## src/rtl/aes_pkg.sv

```systemverilog
// Shared AES round-stage types, FSM encoding and GF(2^8) / byte-index helpers.
package aes_pkg;

  localparam int unsigned STATE_W = 128;
  localparam int unsigned COL_BITS = 32;
  localparam int unsigned NBYTES = 16;

  typedef logic [7:0]          byte_t;
  typedef logic [COL_BITS-1:0] col_t;
  typedef logic [STATE_W-1:0]  state_t;

  typedef enum logic [1:0] {
    IDLE = 2'd0,
    MIX  = 2'd1,
    ADD  = 2'd2,
    DONE = 2'd3
  } fsm_t;

  localparam byte_t AES_POLY = 8'h1B;

  function automatic byte_t xtime(input byte_t b);
    return {b[6:0], 1'b0} ^ (b[7] ? AES_POLY : 8'h00);
  endfunction

  // MSB position of byte idx; byte 0 sits in the top bits of the state.
  function automatic int unsigned byte_msb(input int unsigned idx);
    return STATE_W - 1 - 8 * idx;
  endfunction

  // ShiftRows source: output row r, col c takes input row r, col (c+r)%4.
  function automatic int unsigned sr_src(input int unsigned idx);
    int unsigned row;
    int unsigned col;
    row = idx % 4;
    col = idx / 4;
    return 4 * ((col + row) % 4) + row;
  endfunction

endpackage

```

## src/rtl/mod_mixcol.sv

```systemverilog
// Combinational single-column MixColumns over GF(2^8) with poly 0x11B.
module mod_mixcol
  import aes_pkg::*;
(
  input  col_t column,
  output col_t mixed_c
);

  byte_t b0, b1, b2, b3;
  byte_t x0, x1, x2, x3;

  assign b0 = column[31:24];
  assign b1 = column[23:16];
  assign b2 = column[15:8];
  assign b3 = column[7:0];

  assign x0 = xtime(b0);
  assign x1 = xtime(b1);
  assign x2 = xtime(b2);
  assign x3 = xtime(b3);

  // 3*b is xtime(b)^b, so each row is a sum of doubled and plain terms.
  assign mixed_c[31:24] = x0 ^ (x1 ^ b1) ^ b2 ^ b3;
  assign mixed_c[23:16] = b0 ^ x1 ^ (x2 ^ b2) ^ b3;
  assign mixed_c[15:8]  = b0 ^ b1 ^ x2 ^ (x3 ^ b3);
  assign mixed_c[7:0]   = (x0 ^ b0) ^ b1 ^ b2 ^ x3;

endmodule

```

## src/rtl/mod_shiftmix.sv

```systemverilog
// AES round stage after SubBytes: ShiftRows, column-serial MixColumns, AddRoundKey.
// Define MASK_STRIP_EN to remove the uniform byte mask val during AddRoundKey.
module mod_shiftmix
  import aes_pkg::*;
#(
  parameter int unsigned NCOL = 4
) (
  input  logic         clk,
  input  logic         rst_n,
  input  logic         in_valid,
  output logic         in_ready,
  input  logic [127:0] data,
  input  logic [127:0] round_key,
  input  logic         last_round,
  input  logic [7:0]   val,
  output logic         out_valid,
  input  logic         out_ready,
  output logic [127:0] s_data_out
);

  localparam int unsigned COL_W = (NCOL > 1) ? $clog2(NCOL) : 1;

`ifdef MASK_STRIP_EN
  localparam bit MASK_STRIP = 1'b1;
`else
  localparam bit MASK_STRIP = 1'b0;
`endif

  fsm_t             fsm_q, fsm_d;
  logic [COL_W-1:0] col_q, col_d;
  state_t           state_q, state_d;
  state_t           key_q, key_d;
  logic             last_q, last_d;
  byte_t            val_q, val_d;
  logic             out_valid_q, out_valid_d;
  state_t           out_q, out_d;

  state_t           sr_c;
  state_t           unmask_c;
  col_t             mix_in_c;
  col_t             mix_out_c;

  // ShiftRows on the incoming SubBytes result.
  always_comb begin
    sr_c = '0;
    for (int unsigned i = 0; i < NBYTES; i++) begin
      sr_c[byte_msb(i) -: 8] = data[byte_msb(sr_src(i)) -: 8];
    end
  end

  always_comb begin
    mix_in_c = '0;
    for (int unsigned c = 0; c < NCOL; c++) begin
      if (col_q == COL_W'(c)) mix_in_c = state_q[STATE_W - 1 - COL_BITS * c -: COL_BITS];
    end
  end

  mod_mixcol u_mixcol (
    .column  (mix_in_c),
    .mixed_c (mix_out_c)
  );

  assign unmask_c = MASK_STRIP ? {NBYTES{val_q}} : '0;

  // Next-state and datapath update.
  always_comb begin
    fsm_d       = fsm_q;
    col_d       = col_q;
    state_d     = state_q;
    key_d       = key_q;
    last_d      = last_q;
    val_d       = val_q;
    out_valid_d = out_valid_q;
    out_d       = out_q;
    case (fsm_q)
      IDLE: begin
        if (in_valid) begin
          state_d = sr_c;
          key_d   = round_key;
          last_d  = last_round;
          val_d   = val;
          col_d   = '0;
          fsm_d   = MIX;
        end
      end
      MIX: begin
        // Final round still spends the column cycles so latency stays constant.
        for (int unsigned c = 0; c < NCOL; c++) begin
          if (col_q == COL_W'(c)) begin
            state_d[STATE_W - 1 - COL_BITS * c -: COL_BITS] = last_q ? mix_in_c : mix_out_c;
          end
        end
        col_d = col_q + COL_W'(1);
        if (col_q == COL_W'(NCOL - 1)) fsm_d = ADD;
      end
      ADD: begin
        state_d     = state_q ^ key_q ^ unmask_c;
        out_d       = state_q ^ key_q ^ unmask_c;
        out_valid_d = 1'b1;
        fsm_d       = DONE;
      end
      DONE: begin
        if (out_ready) begin
          out_valid_d = 1'b0;
          fsm_d       = IDLE;
        end
      end
      default: fsm_d = IDLE;
    endcase
  end

  always_ff @(posedge clk) begin
    if (!rst_n) begin
      fsm_q       <= IDLE;
      col_q       <= '0;
      state_q     <= '0;
      key_q       <= '0;
      last_q      <= 1'b0;
      val_q       <= '0;
      out_valid_q <= 1'b0;
      out_q       <= '0;
    end else begin
      fsm_q       <= fsm_d;
      col_q       <= col_d;
      state_q     <= state_d;
      key_q       <= key_d;
      last_q      <= last_d;
      val_q       <= val_d;
      out_valid_q <= out_valid_d;
      out_q       <= out_d;
    end
  end

  assign in_ready   = rst_n && (fsm_q == IDLE);
  assign out_valid  = out_valid_q;
  assign s_data_out = out_q;

endmodule

```

## config.mk

```make
export PLATFORM = sky130hd
export DESIGN_NAME = mod_shiftmix
export DESIGN_NICKNAME = d
export VERILOG_FILES = /design/src/rtl/aes_pkg.sv /design/src/rtl/mod_mixcol.sv /design/src/rtl/mod_shiftmix.sv
export SDC_FILE = /design/constraint.sdc
export NUM_CORES = 1
export LEC_CHECK = 0
export CAP_MARGIN = 30
export CELL_PAD_IN_SITES_DETAIL_PLACEMENT = 0
export CELL_PAD_IN_SITES_GLOBAL_PLACEMENT = 1
export CORE_AREA = 5 5 228 230
export DETAILED_ROUTE_END_ITERATION = 16
export DIE_AREA = 0 0 233 235
export PLACE_DENSITY_LB_ADDON = 0.1
export SYNTH_ARGS = -nofsm -noshare
export SYNTH_HDL_FRONTEND = slang
export SYNTH_HIERARCHICAL = 1
export SYNTH_SLANG_ARGS = --single-unit
export TNS_END_PERCENT = 30
```

## constraint.sdc

```tcl
create_clock -name clk -period 9.05 [get_ports clk]
set_input_delay 0.905 -clock clk [delete_from_list [all_inputs] [get_ports clk]]
set_output_delay 0.905 -clock clk [all_outputs]
set_load 0.02 [all_outputs]
```

After elaboration in Yosys (flattened, before gate mapping)
Cells that the tools add are included.

Input bits: 269. Register bits after elaboration: 390. Output and inout bits: 130.

Bitwise gates (word level): 21. Equal/unequal tests: 12. Add/subtract/negate cells: 1. Reduce and logical (&&, ||, !) cells: 14. Muxes and demuxes: 23.

Operators by type and width (count): 128-bit case mux with 3 select lines (1); 32-bit two-way mux (9); 8-bit bitwise XOR (20); 128-bit two-way mux (1); 128-bit bitwise XOR (1); 5-bit two-way mux (4); 3-bit AND reduction (5); 2-bit inequality test (second input constant) (6); 2-bit equality test (second input constant) (4); 2-bit two-way mux (4); 2-bit case mux with 4 select lines (1); 2-bit AND reduction (3); 2-bit by 1-bit equality test with 1-bit output (second input constant) (2); 2-bit zero test (2); 2-bit case mux with 2 select lines (1); 2-bit nonzero test (2); 3-bit nonzero test (1); 2-bit by 1-bit adder with 2-bit output (second input constant) (1); 1-bit case mux with 2 select lines (1); 1-bit logical AND (1); 1-bit two-way mux (1).

Depth between registers and ports, before layout
Word-level depth: 14. Depth in mapped cells: 16.

Hierarchy
Netlist, hierarchy kept.

Modules (own cells, without submodules): mod_shiftmix (area an instance 19251.0 um^2, cells an instance 2296, sequential area each 7807.5 um^2, instances 1); mod_mixcol (area an instance 1325.0 um^2, cells an instance 79, sequential area each 0.0 um^2, instances 1).

Least setup slack after synthesis
OpenSTA, ideal clock, no wires.

Kind: register -> register. From: reg col_q[0]. To: reg state_q[81]. Path slack: 5618 ps. Arrival: 3310 ps. Library setup time: 122 ps. Path buffers: 4. Stages on the path, launching flop included: 14. Cell sequence: dfxtp_1 ha_1 clkbuf_1 clkbuf_1 buf_2 mux2_2 buf_2 xnor2_4 xnor3_1 o21ai_0 nand2_1 o21ai_1 o21ai_0 a221o_1.

Cells in the longest elaborated chain, start to end: 13. Elaborated cells on any way between the ends: 21. Classes of those cells: eq/ne: 4; mux: 9; bitwise: 6; reduce/logical: 2.

Ends and longest elaborated chain: start, declared (line mod_shiftmix.sv:30) `logic [COL_W-1:0] col_q, col_d;`; start signal, assigned (line mod_shiftmix.sv:124) `col_q <= col_d;`; 2-bit zero test (line mod_shiftmix.sv:54) `if (col_q == COL_W'(c)) mix_in_c = state_q[STATE_W - 1 - COL_BITS * c -: COL_BITS];`; 32-bit two-way mux (3 in series) (line mod_shiftmix.sv:54); 32-bit two-way mux * (line mod_shiftmix.sv:54); net mix_in_c[23] (line mod_shiftmix.sv:40) `col_t mix_in_c;`; 5-bit two-way mux * (line aes_pkg.sv:22) `return {b[6:0], 1'b0} ^ (b[7] ? AES_POLY : 8'h00);`; 8-bit bitwise XOR * (line aes_pkg.sv:22); 8-bit bitwise XOR * (3 in series) (line mod_mixcol.sv:24) `assign mixed_c[23:16] = b0 ^ x1 ^ (x2 ^ b2) ^ b3;`; net mix_out_c[17] (line mod_shiftmix.sv:41) `col_t mix_out_c;`; 32-bit two-way mux * (line mod_shiftmix.sv:90) `state_d[STATE_W - 1 - COL_BITS * c -: COL_BITS] = last_q ? mix_in_c : mix_out_c;`; 32-bit two-way mux * (line mod_shiftmix.sv:89) `if (col_q == COL_W'(c)) begin`; 128-bit case mux with 3 select lines * (line mod_shiftmix.sv:75) `case (fsm_q)`; end signal, assigned (line mod_shiftmix.sv:125) `state_q <= state_d;`; end, declared (line mod_shiftmix.sv:31) `state_t state_q, state_d;`.

Mark *: on every way through the listed nets, which the timed path passes. The rest lies on a longest branch. The select of a mux whose other input is x is not followed. A chain may end at the register's enable or synchronous reset.

Worst setup path in the final report
Ends and elaborated chain as after synthesis.

==> metrics <==
Place WS 4640 ps; Slew Limit Fails 0; post-synthesis sequential area ratio 37.9%; Int Power about 5.3 mW; latest clock arrival within the worst-skew pair 580 ps; post-synthesis to final-layout area growth 28.3%; Startpoint Class flip-flop; I/O pin total between 300 and 400; Reg clk slew, reported paths 70 ps; Inserted Clock Buffers 45; Post-synth ARST share 0%; Switching Share between 40 and 50%; fraction of layout cells with a size suffix above 1 6.97%; final WL between 70 and 80 mm; Post-synth EDFFs 0; fmax ~220 MHz; number of synthesized register bits 390; clk_skew 22.7 ps; TritonCTS Sinks 390; final worst path period need ~4400 ps; placer congestion estimate 0.844; RSZ-0062 raised after global routing no; cell total after placement 3277; Synth area leader dfxtp_1; Clock Path Buffers 3; cells on worst reg2reg path 13; iteration count of the initial detailed-routing pass 5; PostCTS Resize Cnt 0; crit path max fanout 49; maximum vdd drop 0.000207 V; cts hold-fix bufs 0; crit path from col_q[0]; r2r startpoint col_q[0]; Comb pwr share 54.0%; Pwr Density about 360 mW/mm^2; Hold Vio Cnt, Final 0; setup tns final 0 ps; Syn Nets 2652; Min-Delay Path Class flip-flop to flip-flop; synthesized area per cell 8.66 sq um; Synth top area share 37.9%; clock power share 19.4%; die width about 230 um; row count 82; required time of the critical path between 9000 and 10000 ps; commonest non-fill, non-tap cell in the layout nand2_1; Final Util between 50% and 60%; die area 0.0548 sq mm; largest net degree at the start of global routing 246; Area contributors post-synth dfxtp_1 (38%), nand2_1 (8.5%), a21boi_0 (8.1%); antenna violations before repair 6; NetSw 4.07 mW; postcts setup bufs 0; Initial Utilization about two fifths; Final Cycle Share between 40% and 50%; commonest cells after routing, fill and taps aside nand2_1 (465), dfxtp_1 (390), clkdlybuf4s50_1 (389), a21boi_0 (222), nor2_1 (128); Die Span Y ~240 um; Syn Inst Count 2375; grt ovf 0; first-pass GRT wire length 114 mm; Iteration-0 DRC Markers 1084; drt drc 0; routed len/inst 22.7 um; number of H-tree levels 2; leak pwr 10.8 nW; Filler cells 4729; library cells used by synthesis 50; CTS root buffer clkbuf_16; share of total power in sequential cells 26.6%; WP data arrival 4900 ps; via count 18200; DP HPWL roughly 54 mm; max_cap viols 0; WHS between 400 and 500 ps; Synth warnings 6; gr usage total between 20% and 30%; Hold Crit Start key_q[6]; vias per cell 5.41; outcome finished, final reports clean; pin slew with the least headroom to its limit 1200 ps; TritonCTS clock tree built; Slew HR 20.2%; Antenna Nets Post-Route 0; post-route setup slack 4600 ps; Final Setup Violations 0; WHS Path Cells 2; cell area after synthesis 0.0206 sq mm; nets 2929; Crit Path Class flip-flop to flip-flop; Final Non-Filler Cells 3359; Main synth FF type dfxtp_1; port buffer count 390; vias in the first global route about 18000; core footprint 0.0497 sq mm; CP Capture Type flip-flop
==> logic make-up (layout without fill, tap and decap cells) <==
| family | count (synthesis) | in the layout | share of synthesized area (%) |
|---|---|---|---|
| AO/OA/AOI/OAI | 706 | 706 | 25.1 |
| XOR/XNOR | 202 | 202 | 11.8 |
| adder cells (fa/ha/maj) | 8 | 8 | 0.486 |
| buffers and inverters | 193 | 502 | 3.97 |
| flip-flops | 390 | 390 | 37.9 |
| multiplexers | 29 | 29 | 1.58 |
| other | 0 | 3 | 0 |
| AND/OR/NAND/NOR | 847 | 847 | 19.2 |
==> critical path, stage by stage, from the launching register on <==
cell,delay (ps)
dfxtp_1,350
inv_1,100
ha_2,340
buf_4,500
a21oi_1,80
a21oi_1,570
mux2_2,450
xnor2_4,200
xnor3_1,450
o21ai_0,160
nand2_1,70
o21ai_1,460
o21ai_0,200
a221o_1,350
==> final cells by class <==
type | instances | area, sq um | area share (%)
Antenna cell | 3 | 7.51 | 0.0284
Clock buffer | 68 | 1340 | 5.09
Clock inverter | 11 | 119 | 0.450
Inverter | 6 | 22.5 | 0.0853
Multi-Input combinational cell | 1792 | 12000 | 45.6
Sequential cell | 390 | 7810 | 29.6
Tap cell | 672 | 841 | 3.18
Timing Repair Buffer | 417 | 4230 | 16.0
==> metal layers <==
metal	global-route usage, %	wire (um)
met3	4.20	4180
met4	9.29	2860
met2	45.9	36700
met1	34.6	32600
met5	0	41
==> power by group through the flow <==
stage               clock (mW)  sequential [mW]  combinational, mW
floorplan                    0             2.55               3.23
detailed placement           0             2.53               5.07
finish                    1.83             2.50               5.07
global placement             0             2.52               4.94
CTS                       1.86             2.50               5.10
global route              1.92             2.54               5.42
==> cell usage after synthesis (2+ instances only) <==
master,count
xor2_1,105
o21ai_1,29
a21o_1,93
o21ai_0,88
xnor2_1,51
nor4_1,31
buf_2,38
o21ai_4,20
a221o_1,31
ha_1,8
a21oi_1,92
inv_1,6
nor3b_1,4
o211a_1,36
xor3_1,12
a211oi_1,64
nand3b_1,36
a311oi_1,3
a211o_1,4
and2_1,2
nand2_1,466
and3b_1,28
xnor3_1,31
clkbuf_1,141
o21ai_2,21
buf_1,3
dfxtp_1,390
nor2_1,128
xnor2_4,2
nand2b_1,94
a21boi_0,222
mux2_2,28
nor3_1,8
buf_12,2
nor2b_1,43
==> sequential cells by signal, summed over array words and instances, names as in the netlist <==
name        count
key_q         128
s_data_out    128
state_q       128
col_q           2
fsm_q           2
last_q          1
out_valid       1
==> final timing paths <==
kind / endpoint / slack (ps)
worst max-delay path: state_q[81] / 4600
worst max register to register: state_q[81] / 4600
worst min register to register: key_q[6] / 480
worst min-delay path: key_q[6] / 480
==> stage by stage <==
step | power (mW) | area [sq um]
3_3_place_gp | 7.46 | 24800
5_1_grt | 9.89 | 26400
4_1_cts | 9.45 | 26400
2_1_floorplan | 5.78 | 20600
3_5_place_dp | 7.60 | 24900
6_report | 9.39 | 26400
Power figures use the tool's default switching activity.
==> variant (same settings) <==
Add a define of `MASK_STRIP_EN`.
--- a/src/rtl/mod_shiftmix.sv
+++ b/src/rtl/mod_shiftmix.sv
@@ -1,4 +1,6 @@
 // AES round stage after SubBytes: ShiftRows, column-serial MixColumns, AddRoundKey.
 // Define MASK_STRIP_EN to remove the uniform byte mask val during AddRoundKey.
+`define MASK_STRIP_EN
+
 module mod_shiftmix
   import aes_pkg::*;
Behaviour: not the same (a bounded check fails within 10 cycles, from zero or initial values and one cycle with rst_n low).
==> variant against the unedited design <==
Wire length rose by 35%; critical path type unchanged; synthesized cell count rose by 11%; global-route usage grew 9.3 points; utilization grew 2.3 points; power is 7.7% higher; cell area up 4.4%; area after synthesis rose by 4.7%; sequential cell count increased by 8; non-clock buffer count is 38 higher; hold slack worse by 0.012 ns; critical endpoint is now state_q[12]; worst setup slack got worse by 0.69 ns.
==> variant: results <==
placement:
  dp_hpwl_microns: 77600
  io_buffers: 398
  dp.cells: 3558
  pre_cts_ws_ns: 4.10
  post_dp_cell_area_sq_um: 26100
  place_congestion: 1.02
hold_path:
  holdPathStages: 2
  min_to: "s_data_out[25]"
  hp-start: "s_data_out[25]"
worst_setup_path:
  cp_slowest_cell: "ha_2"
  slowest_delay_ns: 0.84
  rr_worst_depth: 10
  crit_arrival_ns: 5.62
  r2r_slack_ns: 3.91
  reg2reg_to: "state_q[12]"
  crit_start: "col_q[1]"
  path_max_fanout: 60
timing:
  max_slew_margin_pct: 27.6
  skew_ns: 0.0224
  min_period_over_period_pct: 56.8
logic_synthesis:
  synth.distinct_cells: 48
  ys_seq_area_share_pct: 37.0
  synth_fp_nets: 2924
  yosys-top-cells-count: "nand2_1 (497), dfxtp_1 (398), a21oi_1 (241)"
  synth_area_leaders: "dfxtp_1 (37%), nand2_1 (8.7%), xnor2_1 (7.5%)"
  synth.avg_cell_area_sq_um: 8.14
routing:
  vias: 21813
  avgViaCountPerCell: 5.99
  drtIter0Drc: 2248
  wirelength_microns: 103000
  detail_route.first_pass.iterations: 6
finish:
  fin_nets: 3209
  synthToLayoutAreaGrowth_pct: 28.0
  drive_above_1_share_pct: 6.55
  nFillCells: 4683
grt:
  antenna_found_initial: 8
  track_usage_pct: 36.2
  grt_pass1_vias: 21276
  grt_first_pass_wirelength_microns: 148000
  grt_max_degree: 99
status:
  status: "finished, final reports clean"
clock_network:
  cts_buffers: 44
  cts_htree_levels: 2
  clk-insertion-delay-late_ns: 0.60
power_and_ir_drop:
  peakVddDrop_mv: 0.357
  power.leakage_nw: 9.81
[variant: worst max-delay path by stage]
stage                  endpoint
global placement    state_q[68]
floorplan           state_q[11]
finish              state_q[12]
global route        state_q[12]
detailed placement  state_q[12]
CTS                 state_q[12]
[variant: final cells by class]
| type | instances | share of cell area, % |
|---|---|---|
| multi-input cells | 2027 | 46.4 |
| flip-flops and latches | 398 | 28.9 |
| inverters | 6 | 0.114 |
| clock inverters | 12 | 0.363 |
| diodes | 4 | 0.0363 |
| clock buffers | 66 | 4.84 |
| well taps | 672 | 3.05 |
| repair buffers | 455 | 16.3 |
[variant: logic make-up (layout without fill, tap and decap cells)]
family,count (synthesis),in the layout,synth area share [%]
and+or+nand+nor,1002,1002,21.6
AOI/OAI and AO/OA,640,640,17.6
DFF,398,398,37.0
xor gates and xnor gates,243,243,12.9
buffers and inverters,222,539,4.11
muxes,134,134,6.31
adders and majority gates,8,8,0.465
other,0,4,0
[variant: where the power goes]
group	switching (mW)	internal [mW]
clock	0.785	1.02
combinational	3.48	2.20
sequential	0.487	2.14
total	4.75	5.37
[variant: metrics by stage]
step	power (mW)	hold slack, ns
floorplan	5.88	0.449
global placement	8.07	0.456
detailed placement	8.18	0.457
CTS	9.99	0.464
global route	10.5	0.481
finish	10.1	0.463
[variant: worst max-delay path, delay by kind of cell, from the launching register on]
kind                     cells  cell delay [ns]
buffers and inverters        1             0.71
XOR/XNOR                     2             0.91
AO/OA/AOI/OAI                3             1.45
adder cells (fa/ha/maj)      1             0.84
flip-flops                   1             0.39
AND/OR/NAND/NOR              3             0.67
[variant: per-layer routing]
layer | GRT usage (%) | vias to the layer above | share of wire [%]
li1 | - | 9769 | -
met1 | 47.2 | 10632 | 40
met2 | 56.6 | 1167 | 45
met3 | 9.14 | 235 | 9.6
met4 | 16.4 | 10 | 5.1
met5 | 0 | - | 0.056
